$ cat src/rtl/mult_pkg.sv
// Shared widths and operand/product types for the 4x4 array multiplier.
package mult_pkg;
   localparam int unsigned WIDTH  = 4;
   localparam int unsigned PROD_W = 2 * WIDTH;

   typedef logic [WIDTH-1:0]  operand_t;
   typedef logic [PROD_W-1:0] product_t;
endpackage

$ cat src/rtl/full_adder.sv
// One-bit full adder cell used to build the ripple rows of the array.
module full_adder (
   input  logic a,
   input  logic b,
   input  logic cin,
   output logic sum,
   output logic cout
);
   assign sum  = a ^ b ^ cin;
   assign cout = (a & b) | (cin & (a ^ b));
endmodule

$ cat src/rtl/multiplier_4bit_core.sv
// Unsigned 4x4 array multiplier with registered operands and product.
// Fixed two-stage pipeline that accepts a new pair every cycle.
module multiplier_4bit_core #(
   parameter int unsigned WIDTH = 4
) (
   input  logic                 clk,
   input  logic                 rst_n,
   input  logic                 in_valid,
   input  logic [WIDTH-1:0]     a,
   input  logic [WIDTH-1:0]     b,
   output logic                 out_valid,
   output logic [2*WIDTH-1:0]   result
);
   import mult_pkg::*;

   operand_t r_a;
   operand_t r_b;
   logic     r_v;
   product_t r_result;
   logic     r_out_valid;

   logic [WIDTH-1:0] w_pp  [WIDTH];
   logic [WIDTH-1:0] w_x   [1:WIDTH-1];
   logic [WIDTH-1:0] w_sum [1:WIDTH-1];
   logic [WIDTH:0]   w_c   [1:WIDTH-1];
   product_t         w_prod;

   always_comb begin
      for (int unsigned i = 0; i < WIDTH; i++) begin
         w_pp[i] = '0;
         for (int unsigned j = 0; j < WIDTH; j++) begin
            w_pp[i][j] = r_a[j] & r_b[i];
         end
      end
   end

   // Each row adds the next PP row to the upper bits of the previous row's
   // sum, with that row's carry-out feeding the top input position.
   genvar r, j;
   generate
      for (r = 1; r < WIDTH; r++) begin : g_row
         assign w_c[r][0] = 1'b0;
         if (r == 1) begin : g_first
            assign w_x[r] = {1'b0, w_pp[0][WIDTH-1:1]};
         end else begin : g_next
            assign w_x[r] = {w_c[r-1][WIDTH], w_sum[r-1][WIDTH-1:1]};
         end
         for (j = 0; j < WIDTH; j++) begin : g_col
            full_adder u_fa (
               .a    (w_x[r][j]),
               .b    (w_pp[r][j]),
               .cin  (w_c[r][j]),
               .sum  (w_sum[r][j]),
               .cout (w_c[r][j+1])
            );
         end
      end
   endgenerate

   always_comb begin
      w_prod    = '0;
      w_prod[0] = w_pp[0][0];
      for (int unsigned k = 1; k < WIDTH - 1; k++) begin
         w_prod[k] = w_sum[k][0];
      end
      w_prod[2*WIDTH-2 -: WIDTH] = w_sum[WIDTH-1];
      w_prod[2*WIDTH-1]          = w_c[WIDTH-1][WIDTH];
   end

   always_ff @(posedge clk) begin
      if (!rst_n) begin
         r_a         <= '0;
         r_b         <= '0;
         r_v         <= 1'b0;
         r_result    <= '0;
         r_out_valid <= 1'b0;
      end else begin
         r_a         <= a;
         r_b         <= b;
         r_v         <= in_valid;
         r_result    <= w_prod;
         r_out_valid <= r_v;
      end
   end

   assign result    = r_result;
   assign out_valid = r_out_valid;
endmodule

$ cat config.mk
export PLATFORM = sky130hd
export DESIGN_NAME = multiplier_4bit_core
export DESIGN_NICKNAME = d
export VERILOG_FILES = /design/src/rtl/mult_pkg.sv /design/src/rtl/full_adder.sv /design/src/rtl/multiplier_4bit_core.sv
export SDC_FILE = /design/constraint.sdc
export NUM_CORES = 1
export LEC_CHECK = 0
export CORE_ASPECT_RATIO = 0.75
export CORE_UTILIZATION = 35
export DETAILED_ROUTE_END_ITERATION = 10
export GPL_TIMING_DRIVEN = 0
export PLACE_DENSITY = 0.72
export SLEW_MARGIN = 10
export SYNTH_ARGS = -nofsm -noshare
export SYNTH_HDL_FRONTEND = slang
export SYNTH_SLANG_ARGS = --single-unit
export TNS_END_PERCENT = 10
$ cat constraint.sdc
create_clock -name clk -period 3.66 [get_ports clk]
set_input_delay 0.732 -clock clk [delete_from_list [all_inputs] [get_ports clk]]
set_output_delay 0.732 -clock clk [all_outputs]
set_load 0.005 [all_outputs]
### Word level (Yosys, flattened, before mapping)

Index checks and enable logic that the tools add are counted.

| storage, ports and cells | value |
|---|---|
| flip-flop bits (word level) | 18 |
| bits of input ports | 11 |
| output and inout bits | 9 |
| logic and storage cells | 69 |

| cells by class | value |
|---|---|
| bitwise operators | 64 |

Operators by type and width:

| cell | number |
|---|---|
| AND 1 bit | 36 |
| bitwise XOR 1 bit | 20 |
| bitwise OR 1 bit | 8 |

### Longest topological paths before layout

| depth | value |
|---|---|
| depth after elaboration | 16 |
| depth in mapped cells | 13 |
| depth with buffers taken out | 13 |

### By module

Synthesis repeated with hierarchy kept, for this count alone.

| unflattened totals | value |
|---|---|
| cell total of the unflattened synthesis | 65 |
| area, all modules | 839.6 um^2 |

Modules (own cells, without submodules):

| module | instances | cells each | area each (um^2) | sequential area each (um^2) |
|---|---|---|---|---|
| multiplier_4bit_core | 1 | 53 | 599.3 | 360.3 |
| full_adder | 12 | 1 | 20.0 | 0.0 |

### Worst setup path after synthesis

Ideal clock, no wire load.

| timing | value |
|---|---|
| path kind | register -> register |
| start | register r_b[0] |
| end | register r_result[6] (netlist: result[6]) |
| setup time | 114 ps |
| arrival | 3789 ps |
| required time | 3546 ps |
| setup slack | -243 ps |
| stages on the path, launching flop included | 14 |
| path buffers | 0 |
| clock period less this slack | 3903 ps |
| cells stage by stage | dfxtp_1 and2_1 ha_1 inv_1 fa_1 fa_1 inv_1 fa_1 fa_1 fa_1 inv_1 fa_1 fa_1 nor2b_1 |

| on the way | value |
|---|---|
| longest elaborated chain between the ends | 15 |
| elaborated cells between the ends (all ways) | 43 |
| classes of those cells | bitwise (43) |

Ends and longest elaborated chain:

| what | line | text |
|---|---|---|
| start: declaration | multiplier_4bit_core.sv:17 | `operand_t r_b;` |
| start signal: assignment | multiplier_4bit_core.sv:73 | `r_b <= '0;` |
| start signal: assignment | multiplier_4bit_core.sv:79 | `r_b <= b;` |
| AND 1 bit | multiplier_4bit_core.sv:32 | `w_pp[i][j] = r_a[j] & r_b[i];` |
| AND 1 bit or bitwise XOR 1 bit (tied branches) | full_adder.sv:10, full_adder.sv:9 |  |
| AND 1 bit | full_adder.sv:10 | `assign cout = (a & b) \| (cin & (a ^ b));` |
| bitwise OR 1 bit | full_adder.sv:10 |  |
| AND 1 bit or bitwise XOR 1 bit (tied branches) | full_adder.sv:10, full_adder.sv:9 |  |
| bitwise OR 1 bit or bitwise XOR 1 bit (tied branches) | full_adder.sv:10, full_adder.sv:9 |  |
| bitwise XOR 1 bit or AND 1 bit (tied branches) | full_adder.sv:9, full_adder.sv:10 |  |
| bitwise XOR 1 bit or bitwise OR 1 bit (tied branches) | full_adder.sv:9, full_adder.sv:10 |  |
| bitwise XOR 1 bit or AND 1 bit (tied branches) | full_adder.sv:9, full_adder.sv:10 |  |
| bitwise XOR 1 bit or bitwise OR 1 bit (tied branches) | full_adder.sv:10 |  |
| AND 1 bit or bitwise XOR 1 bit (tied branches) | full_adder.sv:10, full_adder.sv:9 |  |
| bitwise OR 1 bit or bitwise XOR 1 bit (tied branches) | full_adder.sv:10 |  |
| AND 1 bit | full_adder.sv:10 |  |
| bitwise OR 1 bit | full_adder.sv:10 |  |
| bitwise XOR 1 bit * | full_adder.sv:9 | `assign sum = a ^ b ^ cin;` |
| end signal: assignment | multiplier_4bit_core.sv:81 | `r_result <= w_prod;` |
| end: declaration | multiplier_4bit_core.sv:19 | `product_t r_result;` |

Every way passes the cells marked *; elsewhere a longest branch is shown, timed or not.
A chain may end at the register's enable or synchronous reset.

### Worst setup path after layout

| timing | value |
|---|---|
| start | register r_a[1] |
| end | register r_result[6] (netlist: result[6]) |

| on the way | value |
|---|---|
| longest elaborated chain between the ends | 15 |
| elaborated cells between the ends (all ways) | 42 |
| classes of those cells | bitwise (42) |

Ends and longest elaborated chain:

| what | line | text |
|---|---|---|
| start: declaration | multiplier_4bit_core.sv:16 | `operand_t r_a;` |
| start signal: assignment | multiplier_4bit_core.sv:72 | `r_a <= '0;` |
| start signal: assignment | multiplier_4bit_core.sv:78 | `r_a <= a;` |
| AND 1 bit | multiplier_4bit_core.sv:32 |  |
| AND 1 bit or bitwise XOR 1 bit (tied branches) | full_adder.sv:10, full_adder.sv:9 |  |
| AND 1 bit | full_adder.sv:10 |  |
| bitwise OR 1 bit | full_adder.sv:10 |  |
| AND 1 bit or bitwise XOR 1 bit (tied branches) | full_adder.sv:10, full_adder.sv:9 |  |
| bitwise OR 1 bit or bitwise XOR 1 bit (tied branches) | full_adder.sv:10, full_adder.sv:9 |  |
| bitwise XOR 1 bit or AND 1 bit (tied branches) | full_adder.sv:9, full_adder.sv:10 |  |
| bitwise XOR 1 bit or bitwise OR 1 bit (tied branches) | full_adder.sv:9, full_adder.sv:10 |  |
| bitwise XOR 1 bit or AND 1 bit (tied branches) | full_adder.sv:9, full_adder.sv:10 |  |
| bitwise XOR 1 bit or bitwise OR 1 bit (tied branches) | full_adder.sv:10 |  |
| AND 1 bit or bitwise XOR 1 bit (tied branches) | full_adder.sv:10, full_adder.sv:9 |  |
| bitwise OR 1 bit or bitwise XOR 1 bit (tied branches) | full_adder.sv:10 |  |
| AND 1 bit | full_adder.sv:10 |  |
| bitwise OR 1 bit | full_adder.sv:10 |  |
| bitwise XOR 1 bit * | full_adder.sv:9 |  |

Marked as above.

==> metrics.md <==
| Metric | Value |
|---|---|
| Syn Area/Cell | `approximately 11 µm²` |
| First-pass GRT wire length | `2021 µm` |
| DRC errors left | `2` |
| Flops & latches, synth | `18` |
| Routability congestion estimate | `0.7515` |
| Max Cap Viol | `0` |
| Synth unique cells | `9` |
| CTS clk-pin slew, worst paths | `100 ps` |
| Total track usage | `0.1199` |
| Worst slew margin | `0.7998` |
| Final hold vios | `0` |
| Leak Pwr | `0.4492 nW` |
| Critical Path Start Type | `flip-flop` |
| Total global routing overflow | `0` |
| Vias in the first global route | `499` |
| Routed WL per cell | `9.875 µm` |
| Violated checks | `design-rule violations, negative setup slack` |
| Finished Layout Cells | `120` |
| Core footprint | `2085 µm²` |
| Total wire length | `around 1200 µm` |
| Top cell type's share of synthesized area | `0.4500` |
| # fillers | `slightly below 200` |
| Boundary Pins | `20` |
| Diodes inserted | `0` |
| Sequential area share after synthesis | `0.4500` |
| Reg area | `365.4 µm²` |
| CTS tree | `done` |
| Die area | `2485 µm²` |
| Pin count of the biggest net entering global routing | `11` |
| Final worst-path cycle share | `1.039` |
| Root Driver | `clkbuf_4` |
| Mapped cell area | `about 800 µm²` |
| Area of the multi-input gates | `414.1 µm²` |
| Slew Viols, Final | `0` |
| Final hold slack | `455.7 ps` |
| Setup repair after global routing missed its margin | `true` |
| Final nets | `120` |
| CP arrival | `4000 ps` |
| Placed Cells incl. Taps | `~120` |
| H-tree levels | `1` |
| Iter 0 DRT Violations | `9` |
| Sink Count | `18` |
| Routed vias | `524` |
| Most used cell along the critical path | `fa_2` |
| Worst-margin pin slew | `299.3 ps` |
| P&R area growth vs syn | `35.47%` |
| Synth top area cells | `dfxtp_1 (45%), fa_1 (20%), and2_1 (16%)` |
| Setup violators final | `2` |
| Initial Util | `0.3842` |
| Max Freq | `263.0 MHz` |
| Crit-path max cell delay | `520 ps` |
| Worst hold-check path type | `flip-flop to flip-flop` |
| Setup Crit Path Kind | `flip-flop to flip-flop` |
| Cell count after synthesis | `72` |
| Site row count | `14` |
| Syn Nets | `95` |
| TritonRoute pass-1 iters | `9` |
| Die Height | `43.43 µm` |
| Peak supply drop | `0.0001749 V` |
| WP data required | `3860 ps` |
| Most common cell after layout, fill and taps aside | `and2_1` |
| Top cell type by total area after synthesis | `dfxtp_1` |
| Share of cells above drive strength 1 | `0.1667` |
| Antenna Nets Post-Route | `0` |
| CTS Hold Buffers Added | `0` |
| Setup ws final | `-141.9 ps` |
| Crit Path Max Fanout | `4` |
| Ys Warns | `0` |
| Fin Clk Skew | `8.832 ps` |
| Crit-path cells | `and2_4, ha_1, inv_1, fa_2, fa_1, inv_1, fa_2, fa_2, inv_1, fa_2, fa_2, fa_1, nor2b_1` |
| Pwr dens | `341.6 nW/µm²` |
| Status | `finished, violations left` |
| Slowest stage cell on the critical path | `fa_2` |
| DR vias/cell | `roughly 4.4` |
| Number of buffers created by CTS | `3` |
| Port Buffers | `19` |
| Max Buffers Root-to-Sink | `2` |
| Die width | `57.23 µm` |
| Worst-skew pair later-pin latency | `about 300 ps` |
| Fin crit period | `3802 ps` |
| DP Wirelength | `a little under 1000 µm` |
| Initial antenna violation count | `0` |
| Commonest cells after routing, fill and taps aside | `and2_1 (20), clkdlybuf4s50_1 (19), dfxtp_1 (14)` |
| Crit. End Element | `flip-flop` |
## report_power, final
part | switching [W] | leakage, nW | internal (W) | total, W
registers | 0.00000472 | 0.149 | 0.000205 | 0.000210
clock network | 0.0000610 | 0.0210 | 0.0000607 | 0.000122
logic | 0.0000128 | 0.279 | 0.0000263 | 0.0000390
## routing by layer
metal  vias up  track usage  share of wire
met4         0      0.08780          0.034
met2        20       0.1953           0.49
met5         -            0              0
li1        260            -              -
met1       239       0.1153           0.39
met3         5      0.06866          0.087
## area by class of cell
| type | count | share of cell area |
|---|---|---|
| multi-input cells | 45 | 0.3818 |
| flip-flops and latches | 18 | 0.3368 |
| repair buffers | 20 | 0.1822 |
| clock buffers | 4 | 0.03345 |
| inverters | 8 | 0.02768 |
| well taps | 24 | 0.02768 |
| plain buffers | 1 | 0.01038 |
## worst paths after layout
kind	startpoint	to	cells after the start	slack [ps]
worst max-delay path	r_a[1]	result[6]	13	-140
worst min-delay path	r_v	out_valid	1	460
worst max register to register	r_a[1]	result[6]	13	-140
worst min register to register	r_v	out_valid	1	460
## repair_timing
item                       CTS  global route
gates resized for setup      1             1
buffers inserted             1             0
setup endpoints to repair    2             2
## through the flow
stage / setup slack, ps / utilization / setup TNS, ps / power (W) / cell area [µm²]
2_1_floorplan: 2.562 / - / 0 / 0.0002301 / 817.0
3_3_place_gp: -101.2 / 0.4976 / -101.2 / 0.0002517 / 1037
3_5_place_dp: -145.9 / 0.4976 / -179.3 / 0.0002531 / 1037
4_1_cts: -156.3 / 0.5192 / -207.9 / 0.0003771 / 1082
5_1_grt: -286.6 / 0.5204 / -477.6 / 0.0003908 / 1085
6_report: -141.9 / 0.5204 / -177.6 / 0.0003706 / 1085
## flip-flops by register name (all words and copies together), names as in the netlist
| name | cells |
|---|---|
| r_v | 1 |
| r_b | 4 |
| result | 8 |
| r_a | 4 |
| out_valid | 1 |
## logic make-up (layout without fill, tap and decap cells)
logic type	Yosys count	after routing	synth area share
adder cells (fa/ha/maj)	12	12	0.2625
buffers and inverters	9	33	0.05156
flip-flops	18	18	0.4500
AND/OR/NAND/NOR	33	33	0.2359
## synth_stat cells
master	number
and2_1	21
dfxtp_1	18
fa_1	8
inv_1	8
nand2_1	7
ha_1	4
nor2b_1	4
and3_1	1
buf_6	1
## worst max-delay path, delay by kind of cell (launching register included)
kind,cells,cell delay (ps)
adder cells (fa/ha/maj),8,3010
flip-flops,1,360
AND/OR/NAND/NOR,2,170
buffers and inverters,3,150
(Power assumes the default switching activity.)
